`src/rtl/imem_port_arbiter.sv`:
```
// Shares a single-port instruction memory between the fetch path and the program loader.
// Optional macro IMEM_ARB_RR_EN selects round-robin arbitration instead of loader priority.
module imem_port_arbiter #(
  parameter int unsigned addr_width = 32,
  parameter int unsigned data_width = 32,
  parameter int unsigned max_wait   = 4
) (
  input  logic                  clk,
  input  logic                  rst,
  input  logic                  f_req,
  input  logic [addr_width-1:0] f_addr,
  output logic                  f_gnt,
  output logic                  f_valid,
  output logic [data_width-1:0] f_rdata,
  input  logic                  l_req,
  input  logic                  l_we,
  input  logic [addr_width-1:0] l_addr,
  input  logic [data_width-1:0] l_wdata,
  output logic                  l_gnt,
  output logic                  l_done,
  output logic [data_width-1:0] l_rdata,
  output logic [addr_width-1:0] mem_addr,
  output logic [data_width-1:0] mem_wdata,
  output logic                  mem_we,
  output logic                  mem_re,
  input  logic [data_width-1:0] mem_rdata,
  output logic                  busy
);

  typedef enum logic [1:0] {StIdle, StAccess, StResp} state_e;

  state_e                state_q, state_d;
  logic                  sel_loader_q, sel_loader_d;
  logic                  we_q, we_d;
  logic [addr_width-1:0] addr_q, addr_d;
  logic [data_width-1:0] wdata_q, wdata_d;
  logic [data_width-1:0] f_rdata_q, f_rdata_d;
  logic [data_width-1:0] l_rdata_q, l_rdata_d;
  logic                  fetch_wins;

`ifdef IMEM_ARB_RR_EN
  logic last_fetch_q, last_fetch_d;

  // On a tie the side that did not win last time goes first.
  assign fetch_wins = f_req & (~l_req | ~last_fetch_q);
`else
  localparam logic [3:0] MaxWait = 4'(max_wait);

  logic [3:0] starve_cnt_q, starve_cnt_d;

  assign fetch_wins = f_req & (~l_req | (starve_cnt_q == MaxWait));
`endif

  always_ff @(posedge clk) begin
    if (rst) begin
      state_q      <= StIdle;
      sel_loader_q <= 1'b0;
      we_q         <= 1'b0;
      addr_q       <= '0;
      wdata_q      <= '0;
      f_rdata_q    <= '0;
      l_rdata_q    <= '0;
`ifdef IMEM_ARB_RR_EN
      last_fetch_q <= 1'b0;
`else
      starve_cnt_q <= '0;
`endif
    end else begin
      state_q      <= state_d;
      sel_loader_q <= sel_loader_d;
      we_q         <= we_d;
      addr_q       <= addr_d;
      wdata_q      <= wdata_d;
      f_rdata_q    <= f_rdata_d;
      l_rdata_q    <= l_rdata_d;
`ifdef IMEM_ARB_RR_EN
      last_fetch_q <= last_fetch_d;
`else
      starve_cnt_q <= starve_cnt_d;
`endif
    end
  end

  always_comb begin
    state_d      = state_q;
    sel_loader_d = sel_loader_q;
    we_d         = we_q;
    addr_d       = addr_q;
    wdata_d      = wdata_q;
    f_rdata_d    = f_rdata_q;
    l_rdata_d    = l_rdata_q;
`ifdef IMEM_ARB_RR_EN
    last_fetch_d = last_fetch_q;
`else
    starve_cnt_d = starve_cnt_q;
`endif
    case (state_q)
      StIdle: begin
        if (f_req | l_req) begin
          state_d      = StAccess;
          sel_loader_d = ~fetch_wins;
          we_d         = ~fetch_wins & l_we;
          addr_d       = fetch_wins ? f_addr : l_addr;
          wdata_d      = l_wdata;
`ifdef IMEM_ARB_RR_EN
          last_fetch_d = fetch_wins;
`else
          if (fetch_wins) begin
            starve_cnt_d = '0;
          end else if (f_req && starve_cnt_q != MaxWait) begin
            starve_cnt_d = starve_cnt_q + 4'd1;
          end
`endif
        end
      end
      StAccess: state_d = StResp;
      StResp: begin
        state_d = StIdle;
        if (!sel_loader_q) begin
          f_rdata_d = mem_rdata;
        end else if (!we_q) begin
          l_rdata_d = mem_rdata;
        end
      end
      default: state_d = StIdle;
    endcase
  end

  always_comb begin
    f_gnt     = 1'b0;
    l_gnt     = 1'b0;
    f_valid   = 1'b0;
    l_done    = 1'b0;
    mem_addr  = '0;
    mem_wdata = '0;
    mem_we    = 1'b0;
    mem_re    = 1'b0;
    busy      = 1'b0;
    f_rdata   = f_rdata_q;
    l_rdata   = l_rdata_q;
    case (state_q)
      StAccess: begin
        busy      = 1'b1;
        f_gnt     = ~sel_loader_q;
        l_gnt     = sel_loader_q;
        mem_addr  = addr_q;
        mem_we    = we_q;
        mem_re    = ~we_q;
        mem_wdata = we_q ? wdata_q : '0;
      end
      StResp: begin
        busy    = 1'b1;
        f_valid = ~sel_loader_q;
        l_done  = sel_loader_q;
        // Memory output is registered, so read data is live during this cycle only.
        if (!sel_loader_q) begin
          f_rdata = mem_rdata;
        end else if (!we_q) begin
          l_rdata = mem_rdata;
        end
      end
      default: ;
    endcase
  end

endmodule

```
`config.mk`:
```
export PLATFORM = sky130hd
export DESIGN_NAME = imem_port_arbiter
export DESIGN_NICKNAME = d
export VERILOG_FILES = /design/src/rtl/imem_port_arbiter.sv
export SDC_FILE = /design/constraint.sdc
export NUM_CORES = 1
export LEC_CHECK = 0
export ABC_AREA = 1
export CAP_MARGIN = 30
export CORE_ASPECT_RATIO = 1.75
export CORE_MARGIN = 2
export CORE_UTILIZATION = 44
export DETAILED_ROUTE_END_ITERATION = 6
export HOLD_SLACK_MARGIN = 0.06
export PLACE_DENSITY = 0.82
export RECOVER_POWER = 25
export SLEW_MARGIN = 20
export SYNTH_ARGS = -nofsm -noshare
export SYNTH_HDL_FRONTEND = slang
export SYNTH_SLANG_ARGS = --single-unit
```
`constraint.sdc`:
```
create_clock -name clk -period 1.8 [get_ports clk]
set_input_delay 0.36 -clock clk [delete_from_list [all_inputs] [get_ports clk]]
set_output_delay 0.36 -clock clk [all_outputs]
set_load 0.01 [all_outputs]
```
== Word-level counts from Yosys, hierarchy flattened ==
Index checks and enable logic that the tools add are counted.

* Add/subtract/negate cells: 1
* Equal/unequal tests: 5
* Mux-type cells: 20
* Bitwise gates (word level): 8
* Reductions and logical operators: 6

{| class="wikitable"
|+ Operators with widths
! operator !! number
|-
| two-way mux 32 bit || 9
|-
| two-way mux 4 bit || 2
|-
| two-way mux 1 bit || 7
|-
| adder 4 x 1 -> 4 bit (second input constant) || 1
|-
| == test 4 x 3 -> 1 bit (second input constant) || 1
|-
| inequality test 4 x 3 -> 1 bit (second input constant) || 1
|-
| inverter 1 bit || 4
|-
| one-hot mux 2 bit (2 select lines) || 1
|-
| AND reduction 3 bit || 1
|-
| AND 1 bit || 2
|-
| == test 2 x 1 -> 1 bit (second input constant) || 1
|-
| == test 2 bit (second input constant) || 1
|-
| zero test 2 bit || 1
|-
| two-way mux 2 bit || 1
|-
| inequality test 2 bit (second input constant) || 1
|-
| bitwise OR 1 bit || 2
|-
| AND reduction 2 bit || 1
|-
| nonzero test 2 bit || 1
|-
| OR reduction 2 bit || 1
|-
| logical AND 1 bit || 1
|}

* Flip-flop bits (word level): 136
* Output and inout bits: 135

== Logic depth before layout (Yosys ltp) ==
* Depth in word-level cells: 5
* Mapped depth: 10

== Least setup slack after synthesis ==
No wires, ideal clock.

* Path kind: reg2out
* From: reg state_q[0]
* To: out f_rdata[10]
* Arrival time: 1.324 ns
* Data required time: 1.440 ns
* Slack: 0.116 ns
* Cell stages (with the launch flop): 9
* Cell sequence: dfxtp_1 -> inv_1 -> ha_1 -> inv_1 -> nor2_2 -> clkbuf_1 -> or2_2 -> o21ai_1 -> inv_1

* Word-level cells in the longest chain between the ends: 2

{| class="wikitable"
|+ Ends and longest elaborated chain
! element !! line !! RTL
|-
| start, declared || 32 || <nowiki>state_e state_q, state_d;</nowiki>
|-
| start signal, assigned || 56 || <nowiki>state_q <= StIdle;</nowiki>
|-
| start signal, assigned || 69 || <nowiki>state_q <= state_d;</nowiki>
|-
| == test 2 bit || 141 || <nowiki>case (state_q)</nowiki>
|-
| two-way mux 32 bit || n/a ||
|-
| end, declared || 14 || <nowiki>output logic [data_width-1:0] f_rdata,</nowiki>
|}

Every way passes these cells.

== Worst setup path after layout ==
* From: reg state_q[0]
* To: out l_rdata[15]

* Word-level cells in the longest chain between the ends: 2

{| class="wikitable"
|+ Ends and longest elaborated chain
! element !! line !! RTL
|-
| == test 2 bit || 141 ||
|-
| two-way mux 32 bit || n/a ||
|-
| end, declared || 21 || <nowiki>output logic [data_width-1:0] l_rdata,</nowiki>
|}

Every way passes these cells.

==> impl_metrics.csv <==
group,metric,value,unit
outcome,outcome,"finished with violations",
outcome,violations,"setup timing",
synthesis,seq_area_frac_synth,41.5,%
place,gp_congestion,0.824,
clocking,cts_tree,"yes",
global_routing,grt_pass1_wl,30000,um
clocking,path_clk_slew,0.06,ns
hold_path,hold_class,"flop to flop",
clocking,cts_sinks,136,
synthesis,synth.top_cells.by_area,"dfxtp_1 41%, inv_1 12%, nor2_1 7.9%, nand2_1 6.5%, nand3_1 5.1%",
synthesis,avgSynthCellArea,6.86,um2
synthesis,syn_nets,1094,
floorplan,die_area,15900,um2
setup_path,path_cells,"inv_2 -> ha_4 -> nand2_2 -> or2_4 -> buf_6 -> clkbuf_16 -> o21ai_4 -> inv_1 -> buf_2",
routing,wl,20600,um
global_routing,grtUsageMet3,6.62,%
clocking,clockBufferDepth,2,
setup_path,cpPeakStageDelay,0.32,ns
floorplan,start_util,44.4,%
timing,maxSlewViolCount,0,
floorplan,io-pin-count,268,
timing,fmax,437,MHz
setup_path,ff2ff_setup_slack,0,ns
routing,vias,7001,
clocking,cts_buffers,17,
timing,slew_headroom,62.5,%
power_and_ir_drop,vdd.ir_drop.worst,0.605,mV
finish,fillers,1096,
synthesis,synth_cell_types,26,
finish,utilization,75.5,%
routing,drt_iter0_drc,229,
setup_path,cp_slowest_cell,"dfxtp_2",
routing,drt_pass1_iterations,6,
power_and_ir_drop,p_leak,5.76,nW
power_and_ir_drop,power_density,837,nW/um2
synthesis,synthCells,956,
setup_path,worstSetupEndpointType,"output pin",
synthesis,synth_area,6560,um2
finish,multiInputGateArea,3170,um2
floorplan,die_h,166,um
clocking,clockRootBuffer,"clkbuf_16",
finish,regArea,2730,um2
finish,synthToLayoutAreaGrowth,69.8,%
timing,hold_viol,0,
global_routing,overflow,0,
setup_path,cp.required,1.44,ns
setup_path,worstPathArrival,1.93,ns
global_routing,gr-max-usage-layer,"met2",
setup_path,cp-start-kind,"flop",
floorplan,core-area,14800,um2
routing,wire_per_inst,13.8,um
timing,setup_viol,135,
floorplan,row_count,59,
timing,rsz0062_at_grt,"true",
place,io_buffers,267,
setup_path,path_max_fanout,6,
finish,diodes,0,
clocking,clkLatencyLatePin,0.40,ns
routing,antenna_left,0,
finish,drive_gt1_share,35.5,%
timing,finalCritPeriodShare,127,%
power_and_ir_drop,finalPower,9.33,mW
global_routing,grtUsageTotal,24.1,%
timing,setup_tns,-44.33,ns
synthesis,synthFlopType,"dfxtp_1",
synthesis,yosysTopAreaCell,"dfxtp_1",
timing,clock_skew,0.00994,ns
place,dp_slack,-0.452,ns
synthesis,synth_top_area_share,41.5,%
timing,fin_ws,-0.488,ns
timing,worst_pin_slew,0.562,ns
routing,vias_per_cell,4.70,
clocking,cts.htree.levels,4,
run,maxCapViolCount,0,
timing,period_needed,2.29,ns
global_routing,grt_use_met2,44.8,%
global_routing,antenna_found_initial,0,
floorplan,die_w,96.3,um
global_routing,grt_max_degree,101,
synthesis,ys_async_sr_fraction,0,%
synthesis,synth_warnings,0,
routing,route.detailed.drc,0,
synthesis,ys_ff_latch,136,
global_routing,grt_pass1_vias,6567,
finish,nets,1433,
place,hpwl,13800,um
setup_path,worstSetupPathType,"flop to output pin",
synthesis,synth-edff-count,0,
global_routing,grtUsageMet1,23.3,%
==> synthesized netlist by cell type (2+ instances only) <==
| cell type | instances |
|---|---|
| inv_1 | 204 |
| buf_4 | 5 |
| nand3_1 | 67 |
| a21oi_1 | 36 |
| or2_2 | 32 |
| nor2_1 | 138 |
| inv_2 | 3 |
| nor3_1 | 2 |
| nand2_2 | 29 |
| nor2_2 | 29 |
| buf_2 | 14 |
| o21ai_1 | 16 |
| o21ai_0 | 48 |
| o21ai_2 | 32 |
| ha_1 | 5 |
| dfxtp_1 | 136 |
| clkbuf_1 | 31 |
| buf_6 | 7 |
| nand2_1 | 114 |
| nor2_4 | 2 |
==> metal layers <==
metal  wire [um]  vias up
li1            -     3525
met1        7090     3184
met2       11300      235
met3        1220       57
met4         982        0
met5           0        -
==> placed cells by master (no fill, tap or decap), drive strengths merged, types with 4 or more instances in the layout <==
| master | synthesis | layout |
|---|---|---|
| nand3 | 67 | 67 |
| dlygate4sd2 | 0 | 4 |
| o21ai | 96 | 96 |
| inv | 207 | 211 |
| clkdlybuf4s15 | 0 | 56 |
| clkdlybuf4s50 | 0 | 131 |
| or2 | 33 | 33 |
| nor2 | 169 | 169 |
| clkbuf | 31 | 55 |
| clkinvlp | 0 | 4 |
| buf | 27 | 151 |
| nand2 | 143 | 143 |
| ha | 5 | 5 |
| dfxtp | 136 | 136 |
| a21oi | 36 | 36 |
==> power breakdown <==
group	switching (mW)	internal [mW]
combinational	1.29	1.31
sequential	0.107	3.31
clock	1.36	1.96
==> cell families (layout without fill, tap and decap cells) <==
group	after synthesis	in the layout	synth area share, %
simple gates	414	414	28.7
buf+inv	265	617	16.5
flops	136	136	41.5
compound gates	135	135	12.2
fa+ha+maj	5	5	0.953
xor+xnor	1	1	0.133
==> worst max-delay path, delay by kind of cell, from the launching register on <==
kind	cells	cell delay [ns]
AND/OR/NAND/NOR	2	0.34
adder cells (fa/ha/maj)	1	0.14
buffers and inverters	5	0.57
AO/OA/AOI/OAI	1	0.15
flip-flops	1	0.32
==> final cells by class <==
class	instances	share of cell area [%]
well taps	183	2.06
clock inverters	12	1.06
flip-flops and latches	136	24.5
multi-input cells	555	28.4
inverters	207	6.97
repair buffers	378	33.0
clock buffers	20	4.01
==> through the flow <==
step                      area, um2  hold slack (ns)  std cells
after floorplan                6560            0.429        956
after global placement        10000            0.438       1434
after detailed placement      10000            0.442       1434
after CTS                     10900            0.446       1476
after global routing          11100            0.470       1491
final                         11100            0.450       1491
==> registers in the layout (all words and copies together), names as in the netlist <==
signal	flops
addr_q	32
f_rdata_q	32
l_rdata_q	32
wdata_q	32
starve_cnt_q	4
state_q	2
sel_loader_q	1
we_q	1
==> path summary, 6_finish.rpt <==
kind	start	cells after the start	endpoint
worst max-delay path	state_q[0]	9	l_rdata[15]
worst min-delay path	wdata_q[23]	2	wdata_q[23]
worst max register to register	state_q[0]	12	l_rdata_q[31]
worst min register to register	wdata_q[23]	2	wdata_q[23]
==> what timing repair did <==
item / in CTS / in global routing
gates resized for setup: 441 / 160
cloned: 1 / 3
hold buffers: 0 / 0
endpoints found under the setup margin: 135 / 135
buffers inserted: 10 / 13
endpoints found under the hold margin: 0 / 0
pin swaps: 7 / 5
Note: power is estimated with default switching activity, not from simulation.
